**config.mk**
```make
export PLATFORM = sky130hd
export DESIGN_NAME = instr_sequencer_flat
export DESIGN_NICKNAME = d
export VERILOG_FILES = /design/src/rtl/instr_sequencer_if.sv /design/src/rtl/instr_sequencer.sv /design/src/flat_wrapper.sv
export SDC_FILE = /design/constraint.sdc
export NUM_CORES = 1
export LEC_CHECK = 0
export CAP_MARGIN = 20
export CORE_AREA = 2 2 55 57
export DETAILED_ROUTE_END_ITERATION = 10
export DIE_AREA = 0 0 57 59
export GPL_TIMING_DRIVEN = 0
export PLACE_DENSITY = 0.73
export SETUP_SLACK_MARGIN = 0.15
export SLEW_MARGIN = 20
export SYNTH_ARGS = -nofsm -noshare
export SYNTH_HDL_FRONTEND = slang
export SYNTH_SLANG_ARGS = --single-unit
export TNS_END_PERCENT = 1
```
**constraint.sdc**
```tcl
create_clock -name clk -period 1.55 [get_ports clk]
set_input_delay 0.31 -clock clk [delete_from_list [all_inputs] [get_ports clk]]
set_output_delay 0.31 -clock clk [all_outputs]
set_load 0.01 [all_outputs]
```
**src/rtl/instr_sequencer_if.sv**
```systemverilog
// Fetch-side bus of the instruction sequencer: control inputs, instruction
// memory address/data, and the decoded instruction issued downstream.
interface instr_sequencer_if #(
  parameter int PC_WIDTH = 4
);

  logic                start;
  logic                stall;
  logic [14:0]         im_out_bus;
  logic [PC_WIDTH-1:0] pc;
  logic [6:0]          opcode;
  logic [7:0]          literal;
  logic                instr_valid;
  logic                busy;
  logic                done;
  logic                wrapped;

  // Sequencer side: owns the program counter and the issued instruction.
  modport master (
    input  start,
    input  stall,
    input  im_out_bus,
    output pc,
    output opcode,
    output literal,
    output instr_valid,
    output busy,
    output done,
    output wrapped
  );

  // Environment side: instruction memory plus control unit.
  modport slave (
    output start,
    output stall,
    output im_out_bus,
    input  pc,
    input  opcode,
    input  literal,
    input  instr_valid,
    input  busy,
    input  done,
    input  wrapped
  );

endinterface

```
**src/rtl/instr_sequencer.sv**
```systemverilog
// Instruction sequencer: fetches from a combinational instruction memory,
// registers the word as opcode/literal and issues it with instr_valid.
//
// state  | meaning
// -------+----------------------------------------------------------
// IDLE   | after reset; pc parked at 0, waiting for start
// RUN    | fetching one instruction per unstalled cycle
// HALTED | HALT_OP seen; pc holds halt address, start restarts at 0
module instr_sequencer #(
  parameter int         PC_WIDTH = 4,
  parameter logic [6:0] HALT_OP  = 7'b1111111
) (
  input logic               clk,
  input logic               reset,
  instr_sequencer_if.master bus
);

  typedef enum logic [1:0] {
    IDLE   = 2'd0,
    RUN    = 2'd1,
    HALTED = 2'd2
  } stateT;

  stateT               state;
  stateT               stateNext;
  logic [PC_WIDTH-1:0] pcReg;
  logic [PC_WIDTH-1:0] pcNext;
  logic [6:0]          opcodeReg;
  logic [6:0]          opcodeNext;
  logic [7:0]          literalReg;
  logic [7:0]          literalNext;
  logic                validReg;
  logic                validNext;
  logic                wrappedReg;
  logic                wrappedNext;

  logic [6:0]          fetchOp;
  logic [7:0]          fetchLit;
  logic                fetchIsHalt;
  logic                pcAtMax;

  assign fetchOp     = bus.im_out_bus[14:8];
  assign fetchLit    = bus.im_out_bus[7:0];
  assign fetchIsHalt = (fetchOp == HALT_OP);
  assign pcAtMax     = &pcReg;

  // State, PC and instruction register; reset clears everything without a clock.
  always_ff @(posedge clk or posedge reset) begin
    if (reset) begin
      state      <= IDLE;
      pcReg      <= '0;
      opcodeReg  <= '0;
      literalReg <= '0;
      validReg   <= 1'b0;
      wrappedReg <= 1'b0;
    end else begin
      state      <= stateNext;
      pcReg      <= pcNext;
      opcodeReg  <= opcodeNext;
      literalReg <= literalNext;
      validReg   <= validNext;
      wrappedReg <= wrappedNext;
    end
  end

  // Next-state and fetch decisions. Stall wins over the halt check and wrap;
  // a halt word is never issued, so opcode/literal keep the last real one.
  always_comb begin
    stateNext   = state;
    pcNext      = pcReg;
    opcodeNext  = opcodeReg;
    literalNext = literalReg;
    validNext   = 1'b0;
    wrappedNext = 1'b0;

    case (state)
      IDLE: begin
        pcNext = '0;
        if (bus.start) begin
          stateNext = RUN;
        end
      end

      RUN: begin
        if (!bus.stall) begin
          if (fetchIsHalt) begin
            stateNext = HALTED;
          end else begin
            opcodeNext  = fetchOp;
            literalNext = fetchLit;
            validNext   = 1'b1;
            pcNext      = pcReg + PC_WIDTH'(1);
            wrappedNext = pcAtMax;
          end
        end
      end

      HALTED: begin
        if (bus.start) begin
          pcNext    = '0;
          stateNext = RUN;
        end
      end

      default: begin
        stateNext = IDLE;
        pcNext    = '0;
      end
    endcase
  end

  // Outputs are straight from registers; busy/done decode registered state.
  assign bus.pc          = pcReg;
  assign bus.opcode      = opcodeReg;
  assign bus.literal     = literalReg;
  assign bus.instr_valid = validReg;
  assign bus.wrapped     = wrappedReg;
  assign bus.busy        = (state == RUN);
  assign bus.done        = (state == HALTED);

endmodule

```
**src/flat_wrapper.sv**
```systemverilog
// flat-port wrapper written by rule: the top's interface ports become plain ports
module instr_sequencer_flat 
#(
  parameter int         PC_WIDTH = 4,
  parameter logic [6:0] HALT_OP  = 7'b1111111
)
  (clk, reset, bus_start, bus_stall, bus_im_out_bus, bus_pc, bus_opcode, bus_literal, bus_instr_valid, bus_busy, bus_done, bus_wrapped);
  instr_sequencer_if #(.PC_WIDTH(PC_WIDTH)) bus_i ();
  input logic clk;
  input logic reset;
  input wire logic [$bits(bus_i.start)-1:0] bus_start;
  input wire logic [$bits(bus_i.stall)-1:0] bus_stall;
  input wire logic [$bits(bus_i.im_out_bus)-1:0] bus_im_out_bus;
  output wire logic [$bits(bus_i.pc)-1:0] bus_pc;
  output wire logic [$bits(bus_i.opcode)-1:0] bus_opcode;
  output wire logic [$bits(bus_i.literal)-1:0] bus_literal;
  output wire logic [$bits(bus_i.instr_valid)-1:0] bus_instr_valid;
  output wire logic [$bits(bus_i.busy)-1:0] bus_busy;
  output wire logic [$bits(bus_i.done)-1:0] bus_done;
  output wire logic [$bits(bus_i.wrapped)-1:0] bus_wrapped;
  assign bus_i.start = bus_start;
  assign bus_i.stall = bus_stall;
  assign bus_i.im_out_bus = bus_im_out_bus;
  assign bus_pc = bus_i.pc;
  assign bus_opcode = bus_i.opcode;
  assign bus_literal = bus_i.literal;
  assign bus_instr_valid = bus_i.instr_valid;
  assign bus_busy = bus_i.busy;
  assign bus_done = bus_i.done;
  assign bus_wrapped = bus_i.wrapped;
  instr_sequencer #(.PC_WIDTH(PC_WIDTH), .HALT_OP(HALT_OP)) u_core (.clk(clk), .reset(reset), .bus(bus_i));
endmodule
```
# Word level (Yosys, flattened, before mapping)
# Index checks and enable logic that the tools add are counted.
# Widths: inputs -> output; s select.
# op_classes
addsub	1
n_eq_ne	8
muxes	14
bitwise	2
reduce_logical	6
# ops
op	count
$mux 4	3
$reduce_and 3->1	3
$pmux 4 s2	1
$eq 7x7->1 const B	1
$mux 1	6
$mux 2	3
$ne 2x2->1 const B	3
$add 4x1->4 const B	1
$ne 2x1->1 const B	2
$pmux 2 s2	1
$reduce_and 4->1	1
$eq 2x1->1 const B	1
$eq 2x2->1 const B	1
$logic_not 2->1	1
$not 1->1	2
$reduce_or 2->1	1
# totals
ff_bits	23
in_bits	19
elab_cells	37

# Longest topological paths before layout
# depth
word_depth	4
mapped_depth	6
depth_no_buf	4

# Least setup slack after synthesis
# Ideal clock, no wire load.
# synth_path
path_kind	reg-to-reg
start	reg u_core.state[1]
end	reg u_core.literalReg[0] (netlist: u_core.bus.literal[0])
arrival_ps	1489
required_time_ps	1425
slack_ps	-64
stages_incl_launch_ff	6
path_cell_list	dfrtp_1 nand2b_1 buf_6 a211oi_4 buf_8 mux2_4
# synth_between
elab_chain_cells	2
# synth_rtl
element	line_no	text
start: declaration	instr_sequencer.sv:24	stateT state;
start signal: assignment	instr_sequencer.sv:57	state <= stateNext;
$eq 2x1->1	instr_sequencer.sv:76	case (state)
$reduce_and 3->1 (no source line)	-	
end signal: assignment	instr_sequencer.sv:60	literalReg <= literalNext;
end: declaration	instr_sequencer.sv:30	logic [7:0] literalReg;
# Every way passes these cells.
# A chain may end at the register's enable or synchronous reset.

# Worst setup path after layout
# layout_path
start	reg u_core.state[1]
end	reg u_core.literalReg[7] (netlist: u_core.bus.literal[7])
# The elaborated chain is that of the path after synthesis.

==> flow_results.org <==
** Synth
- Number of storage elements in the synthesis netlist :: 23
- Post-synthesis sequential area ratio :: 0.576
- Number of distinct library cells after synthesis :: 25
- Mean area per synthesized cell :: 14.7 um2
- Synth Net Count :: 88
- Dominant synthesized flop cell :: dfrtp_1
- Count of yosys warnings during synthesis :: 0
- The portion of synthesized area spent on multiplexers is 0.192.
- In the synthesized netlist the async set-or-reset flop fraction comes to 1.00.
- The synthesized design contains 0 enable-type register cells.
- Dominant combinational cell family by area after synthesis :: multiplexers
- The mapped netlist covers 998 um2.
- The complex-gate fraction of the synthesized area came to 0.112.
- Synth area leader :: dfrtp_1
- Of the post-synthesis cell area, the dominant cell type holds 0.576.
- Post-synthesis share of cell area spent on and, or, nand and nor gates :: 0.0576
- Synthesis handed over a netlist of 68 instances.
- Largest cells by area after synthesis :: dfrtp_1 (58%), mux2_2 (10%), mux2_4 (9.0%), a211oi_4 (2.0%), o21ai_0 (1.5%)
- Of the total synthesized cell area, the portion taken by full adders, half adders and majority gates is 0.0125.
- Post-Synth XOR/XNOR Area :: 0.00877

** Floorplanning
- Count of pins on the block boundary :: 42
- For this configuration, the core starts out at a cell density of 0.368.
- In this run the vertical extent of the chip is 59 um.
- Core area :: 2710 um2
- Die W :: 57 um
- Standard-cell row count :: 19
- Floorplan die area :: 3360 um2

** Placed design
- Once placement completed, the tool counted placed cells totaling 140.
- Global placer's final weighted congestion :: 0.719
- Port buffering added 41 buffers.
- Detailed placement ended at an HPWL of 1530 um.
- At the placement stage, the worst setup path has a slack of -624 ps.

** Timing
- Number of endpoints failing setup at the final stage :: 0
- Max_slew headroom :: 0.429
- Total negative setup slack :: 0 ps
- The number of max-slew violations in the final report came to 0.
- The number of endpoints with negative hold slack in the final report was 0.
- Once routing completed, OpenROAD measured the worst setup slack at 4.19 ps.
- The worst path in the final design needs a cycle of 1550 ps, including I/O delays and setup.
- Slew at the pin closest to its max-slew limit :: 856 ps
- Part of the cycle the worst path needs :: 0.997
- Timing would allow up to 647 MHz.
- Setup repair after global routing could not meet its margin everywhere.
- Worst Skew :: 3.86 ps

** Final layout
- Leading cell type in the layout, fill and taps excluded :: dlygate4sd2_1
- The filler cells instantiated in the layout total 244.
- Top library cells by usage in the layout, fill and taps aside :: dlygate4sd2_1 (27), dfrtp_1 (22), clkdlybuf4s50_1 (12), mux2_2 (9)
- Final cell count without fillers :: 150
- For this run, the post-layout net count is 140.
- Synthesis-to-layout area growth :: 49.9%
- The number of antenna diodes in the final layout is 0.
- In the final layout, the share of cells above drive strength 1 is 0.319.

** Global routing
- Entering global routing, the biggest net connects 24 pins.
- Global routing usage summed across all routing layers :: 0.132
- The via count of the first global-routing pass is 778.
- Global routing finished with a remaining overflow of 0.
- The first global-routing pass estimated 3380 um of wire.
- The number of antenna violations at the first check in global routing came to 0.

** CTS
- Maximum level of the CTS H-tree :: 1
- Clock-pin slew was measured on the worst setup and hold paths at 130 ps.
- Clock latency on the worst-skew pair, taken at its later pin, is 310 ps.
- In this run, CTS created clock tree buffers numbering 3.
- TritonCTS built the clock tree.
- The clock net in this run drives a total of 23 sinks.
- In this run the deepest clock path goes through 2 buffers.
- Clock tree root buffer cell :: clkbuf_4

** Drt
- Detailed routing inserted a total of 753 vias.
- In the final routed layout, each cell accounts on average for 13.5 um.
- Number of detailed-route iterations in the first pass :: 2
- For this run, design rule violations remaining after detail routing come to 0.
- The detailed router finished its first iteration with 5 violations.
- After detailed routing, the total wire length is 2030 um.
- Antenna Nets Post-Route :: 0
- Using the TritonRoute via totals, the vias-per-cell ratio works out to 5.02.

** Hold path
- Path category of the worst min-delay check :: input port to flip-flop

** Power and ir drop
- The analysis attributes to cell leakage a power of 0.721 nW.
- Total power :: 2.14 mW
- Max rail drop VDD :: 0.773 mV
- Power Dens Cells :: 1430 nW/um2

** Critical path
- Along the worst path, the maximum fanout reaches 7.
- For flop-to-flop paths, the worst setup slack is 4 ps.
- The worst setup path is captured at a flip-flop.
- The worst setup path is of the flip-flop to flip-flop kind.
- Element type at the critical path start :: flip-flop
- Arrival time of data at the critical path endpoint :: 1750 ps
- Required time worst endpoint :: 1760 ps

** Run
- Across the run, the number of max-cap violations was 0.

** Outcome
- The flow ran to the end, and the final reports show no timing, DRC or antenna violations.
-- critical path, cell delays in order, from the launching register on --
cell and delay [ps]:
dfrtp_1 410, nand2b_4 150, buf_6 130, a211oi_4 220
buf_4 200, mux2_2 330
-- final cells by class --
| cell class | count | area [um2] | area share |
|---|---|---|---|
| Timing Repair Buffer | 47 | 418 | 0.279 |
| Sequential cell | 23 | 577 | 0.385 |
| Inverter | 4 | 17.5 | 0.0117 |
| Buffer | 2 | 26.3 | 0.0176 |
| Clock buffer | 3 | 22.5 | 0.0151 |
| Tap cell | 31 | 38.8 | 0.0259 |
| Clock inverter | 1 | 5.00 | 0.00334 |
| Multi-Input combinational cell | 39 | 392 | 0.262 |
-- flip-flops by register name (all words and copies together) (netlist names) --
register                flops
u_core.bus.literal          8
u_core.bus.pc               4
u_core.bus.instr_valid      1
u_core.state                2
u_core.bus.wrapped          1
u_core.bus.opcode           7
-- layer usage --
layer,track usage,vias up,share of wire
met4,0.0399,0,0
met5,0,-,0
li1,-,352,-
met1,0.162,367,0.41
met3,0.0502,0,0.11
met2,0.217,34,0.48
-- cell families (layout without fill, tap and decap cells) --
| kind of cell | count (synthesis) | count (layout) |
|---|---|---|
| AO/OA/AOI/OAI | 14 | 14 |
| XOR/XNOR | 1 | 1 |
| adder cells (fa/ha/maj) | 1 | 1 |
| buffers and inverters | 6 | 57 |
| flip-flops | 23 | 23 |
| multiplexers | 15 | 15 |
| AND/OR/NAND/NOR | 8 | 8 |
-- power breakdown --
group | internal, mW | switching (mW)
logic | 0.569 | 0.423
registers | 0.783 | 0.0947
clock network | 0.0963 | 0.179
-- final timing paths --
| path | cells after the start | to | from |
|---|---|---|---|
| min in group asynchronous | 2 | u_core.bus.opcode[1]$_DFFE_PP0P_ | reset |
| max in group asynchronous | 2 | u_core.state[0]$_DFFE_PP0P_ | reset |
| worst max register to register | 5 | u_core.bus.literal[7]$_DFFE_PP0P_ | u_core.state[1]$_DFFE_PP0P_ |
| worst min register to register | 1 | u_core.bus.literal[3]$_DFFE_PP0P_ | u_core.bus.literal[3]$_DFFE_PP0P_ |
| worst min-delay path | 2 | u_core.bus.opcode[3]$_DFFE_PP0P_ | bus_im_out_bus[11] |
| worst max-delay path | 5 | u_core.bus.literal[7]$_DFFE_PP0P_ | u_core.state[1]$_DFFE_PP0P_ |
-- repair_timing --
item                       in CTS  in global routing
setup endpoints to repair      42                 20
hold endpoints to repair        0                  0
gates resized for setup        39                  2
buffers inserted                6                  0
pin swaps                       3                  0
hold buffers                    0                  0
-- synthesized netlist by cell type, types with 2 or more instances --
cell type,number
inv_1,4
a31oi_1,2
mux2_2,9
nand2_1,2
a21o_1,2
dfrtp_1,23
mux2_4,6
o21ai_0,3
-- stage by stage --
step | area (um2) | utilization | hold WS (ps)
final | 1500 | 0.552 | 375
after global routing | 1500 | 0.552 | 374
after CTS | 1490 | 0.551 | 356
after detailed placement | 1450 | 0.534 | 494
after global placement | 1450 | 0.534 | 476
after floorplan | 998 | - | 312
Power figures use the tool's default switching activity.
==> RTL change 1: new RTL, config.mk and constraints unchanged <==
Encoding of `stateT`: now one-hot (3 bits for 3 states).
--- a/src/rtl/instr_sequencer.sv
+++ b/src/rtl/instr_sequencer.sv
@@ -16,8 +16,8 @@
 );
 
-  typedef enum logic [1:0] {
-    IDLE   = 2'd0,
-    RUN    = 2'd1,
-    HALTED = 2'd2
+  typedef enum logic [2:0] {
+    IDLE   = 3'b001,
+    RUN    = 3'b010,
+    HALTED = 3'b100
   } stateT;
 
Function: no difference found for any inputs over 10 cycles, from zero or initial values and one cycle with reset high; not proved beyond that.
==> RTL change 1 against the original RTL <==
The flow now finishes with violations (negative setup slack); cell count is 7.3% higher; largest power group is now registers; worst setup slack worse by 0.22 ns; design area is 4.3% higher; synthesized area is 4.1% higher; fmax fell by 12%; clock power up 18%; sequential cell count up 1; global-route usage grew 3.1 points; routed wire length increased by 18%; critical path depth did not move; non-clock buffer count unchanged; power up 8.0%.
==> RTL change 1: results (changes against the original RTL) <==
fin cells=161 (+7.3%); fin nets=151 (+7.9%); pre-CTS WS=-0.380 ns (+0.245 ns); seq pwr=996 uW (+14%); Placer Congestion=0.662 (-7.9%); layout cells sized above 1=24.6% (-7.3 points); IO Port Bufs=41 (unchanged); clk pwr=324 uW (+18%); switch share=31.0% (-1.5 points); skew final=0.00729 ns (+0.00343 ns); worst-margin pin slew=0.890 ns (+0.0339 ns); Cells after Synth=80 (+18%); VDD IR max=0.894 mV (+16%); HP Class=input port to asynchronous set/reset pin; mux cell area share after synthesis=16.2% (-2.9 points); vias in the first global route=898 (+15%); Detailed Routing Iterations Pass 1=4 (+2); via count=818 (+8.6%); Power Density=1480 mW/mm^2 (+3.5%); setup TNS=-3.14 ns (-3.14 ns); Final setup violation count=18 (+18); initial drt markers=15 (+10); Critical Path Fanout Max=10 (+3); Synth top cells by count=23 x dfrtp_1, 15 x mux2_2, 4 x a21oi_1, 4 x inv_1, 4 x nor2_1; fillers=238 (-2.5%); largest net degree at the start of global routing=25 (+4.2%); hpwl dp=1700 um (+12%); sw power=718 uW (+3.1%); failing checks=negative setup slack; Cell variety after synth=26 (+4.0%); Post-DP Area=0.00149 mm^2 (+2.9%); sequential fraction of the synthesis area=57.9% (+0.24 points); XOR/XNOR share of the synthesized area=0% (-0.88 points); main area contributors after synthesis=dfrtp_1 55%, mux2_2 16%, dfstp_2 2.5%, buf_6 2.2%, a211oi_4 1.9%; run status=complete, but fails checks; first-pass GRT wire length=4150 um (+23%); adder-cell share of the synthesized area=1.20% (-0.050 points); Leak=0.744 nW (+3.1%); final worst slack=-0.214 ns (-0.219 ns)
RTL change 1: cell types whose count changed after synthesis, moves of 3 or more:
cell and change:
mux2_4 -6, nor2_1 +4, mux2_2 +6, a21oi_1 +3
RTL change 1: layout make-up:
class                           instances  share of cell area [%]
Multi-Input combinational cell         49                    27.0
Timing Repair Buffer                   46                    26.5
Inverter                                4                   0.962
Tap cell                               31                    2.48
Clock buffer                            4                    2.32
Buffer                                  3                    2.16
Sequential cell                        24                    38.5
RTL change 1: logic make-up (layout without fill, tap and decap cells):
family,Yosys count,in the layout
multiplexers,15,15
AND/OR/NAND/NOR,18,18
AO/OA/AOI/OAI,15,15
flip-flops,24,24
buffers and inverters,7,57
adder cells (fa/ha/maj),1,1
RTL change 1: repair_timing:
action / CTS / global route
pin swaps: 3 / 0
setup endpoints to repair: 42 / 26
setup buffers: 4 / 1
resized for setup: 38 / 3
RTL change 1: routing by layer:
metal	share of wire (%)	GRT usage (%)	up-vias
li1	-	-	383
met1	42	19.5	405
met2	50	27.6	26
met3	7.0	5.02	4
met4	1.5	5.98	0
met5	0	0	-
RTL change 1: worst paths after layout:
check                                                  start  cells past startpoint                                 to
setup reg to reg                 u_core.state[1]$_DFFE_PP0P_                      5   u_core.bus.opcode[5]$_DFFE_PP0P_
hold reg to reg            u_core.bus.literal[4]$_DFFE_PP0P_                      1  u_core.bus.literal[4]$_DFFE_PP0P_
setup / recovery                 u_core.state[1]$_DFFE_PP0P_                      5   u_core.bus.opcode[5]$_DFFE_PP0P_
max in group asynchronous                              reset                      2   u_core.bus.opcode[3]$_DFFE_PP0P_
hold / removal                                         reset                      2  u_core.bus.literal[0]$_DFFE_PP0P_
min in group clk           u_core.bus.literal[4]$_DFFE_PP0P_                      1  u_core.bus.literal[4]$_DFFE_PP0P_
==> RTL change 2: new RTL, same settings <==
Made on the original files. `PC_WIDTH` is set to 4 in 3 places; all go to 5.
--- a/src/rtl/instr_sequencer_if.sv
+++ b/src/rtl/instr_sequencer_if.sv
@@ -2,5 +2,5 @@
 // memory address/data, and the decoded instruction issued downstream.
 interface instr_sequencer_if #(
-  parameter int PC_WIDTH = 4
+  parameter int PC_WIDTH = 5
 );
 
--- a/src/rtl/instr_sequencer.sv
+++ b/src/rtl/instr_sequencer.sv
@@ -8,5 +8,5 @@
 // HALTED | HALT_OP seen; pc holds halt address, start restarts at 0
 module instr_sequencer #(
-  parameter int         PC_WIDTH = 4,
+  parameter int         PC_WIDTH = 5,
   parameter logic [6:0] HALT_OP  = 7'b1111111
 ) (
--- a/src/flat_wrapper.sv
+++ b/src/flat_wrapper.sv
@@ -2,5 +2,5 @@
 module instr_sequencer_flat 
 #(
-  parameter int         PC_WIDTH = 4,
+  parameter int         PC_WIDTH = 5,
   parameter logic [6:0] HALT_OP  = 7'b1111111
 )
Ports: changed (resized bus_pc); port bits go from 42 to 43. No check against the original RTL was run, so the function may have changed too.
==> RTL change 2 against the original RTL <==
Critical path depth did not move; synthesized area rose by 7.1%; sequential share of layout area fell by 2.9 points; worst setup slack improved by 0.076 ns; routed wire length rose by 10%; power rose by 6.5%; design area rose by 13%; sequential cell count rose by 1; highest routed layer is now met4.
==> RTL change 2: results (changes against the original RTL) <==
#MultiIn Comb=47 (+21%); layout cells sized above 1=32.8% (+0.90 points); Cells after Synth=76 (+12%); clk sinks=24 (+4.3%); clkbuf count=4 (+1); Detailed Routing Iterations Pass 1=1 (-1); number of vias per cell=4.91 (-2.2%); Area Overhead vs Synth=57.7%; drt wl/cell=13.5 um (about the same); reg2reg end=u_core.bus.pc[4]$_DFFE_PP0P_; Worst Setup SP=u_core.bus.pc[1]$_DFFE_PP0P_; largest net degree at the start of global routing=25 (+4.2%); skew final=0.00151 ns (-0.00234 ns); run status=finished, final reports clean; sequential fraction of the synthesis area=56.1% (-1.5 points); fillers=242 (-0.82%); multi-input combinational area share=29.3% (+3.1 points); hpwl dp=1530 um (+0.44%); main area contributors after synthesis=dfrtp_1 56%, mux2_4 14%, mux2_1 4.2%, ha_1 2.3%, buf_6 2.1%; first-pass GRT wire length=3830 um (+13%); Critical Path AT=1.68 ns (-0.07 ns); Leak=0.833 nW (+16%); pre-CTS WS=-0.388 ns (+0.236 ns); initial drt markers=0 (-5); fin nets=156 (+11%); FF-to-FF setup slack=0.08 ns (+0.08 ns); Reg area=601 um^2 (+4.1%); dpl cells=149 (+6.4%)
RTL change 2: cell families after synthesis:
kind of cell | after synthesis | synth area share [%]
flip-flops | 24 | 56.1
AO/OA/AOI/OAI | 13 | 9.71
buffers and inverters | 5 | 3.16
adder cells (fa/ha/maj) | 2 | 2.34
AND/OR/NAND/NOR | 17 | 9.36
multiplexers | 15 | 19.3
RTL change 2: power breakdown:
part	total, mW	internal, mW	switching, mW	leakage [nW]
Combinational	1.07	0.642	0.433	0.525
Sequential	0.883	0.794	0.0894	0.287
Clock	0.325	0.143	0.182	0.0210
RTL change 2: routing by layer:
| layer | routed length (um) | vias to the layer above | track usage (%) |
|---|---|---|---|
| li1 | - | 396 | - |
| met1 | 916 | 384 | 18.0 |
| met2 | 1110 | 28 | 25.0 |
| met3 | 185 | 2 | 4.37 |
| met4 | 27 | 0 | 5.98 |
| met5 | 0 | - | 0 |
RTL change 2: worst register-to-register path, stage by stage (launching register included):
cell	delay, ns
dfrtp_1	0.40
buf_4	0.14
ha_4	0.16
and3_4	0.15
ha_4	0.22
a221o_1	0.30
RTL change 2: how the worst max path moves through the flow:
stage          slack [ns]                                 to  depth (start not counted)
6_report             0.08       u_core.bus.pc[4]$_DFFE_PP0P_                          5
5_1_grt              0.02  u_core.bus.literal[0]$_DFFE_PP0P_                          4
4_1_cts              0.03       u_core.bus.pc[4]$_DFFE_PP0P_                          5
3_5_place_dp        -0.39  u_core.bus.literal[6]$_DFFE_PP0P_                          5
3_3_place_gp        -0.36  u_core.bus.literal[3]$_DFFE_PP0P_                          5
2_1_floorplan        0.11       u_core.bus.pc[4]$_DFFE_PP0P_                          4
RTL change 2: timing repair:
item,CTS,global route
setup buffers,10,1
gates cloned,1,0
resized for setup,56,0
endpoints found under the setup margin,41,22
pin swaps,5,1
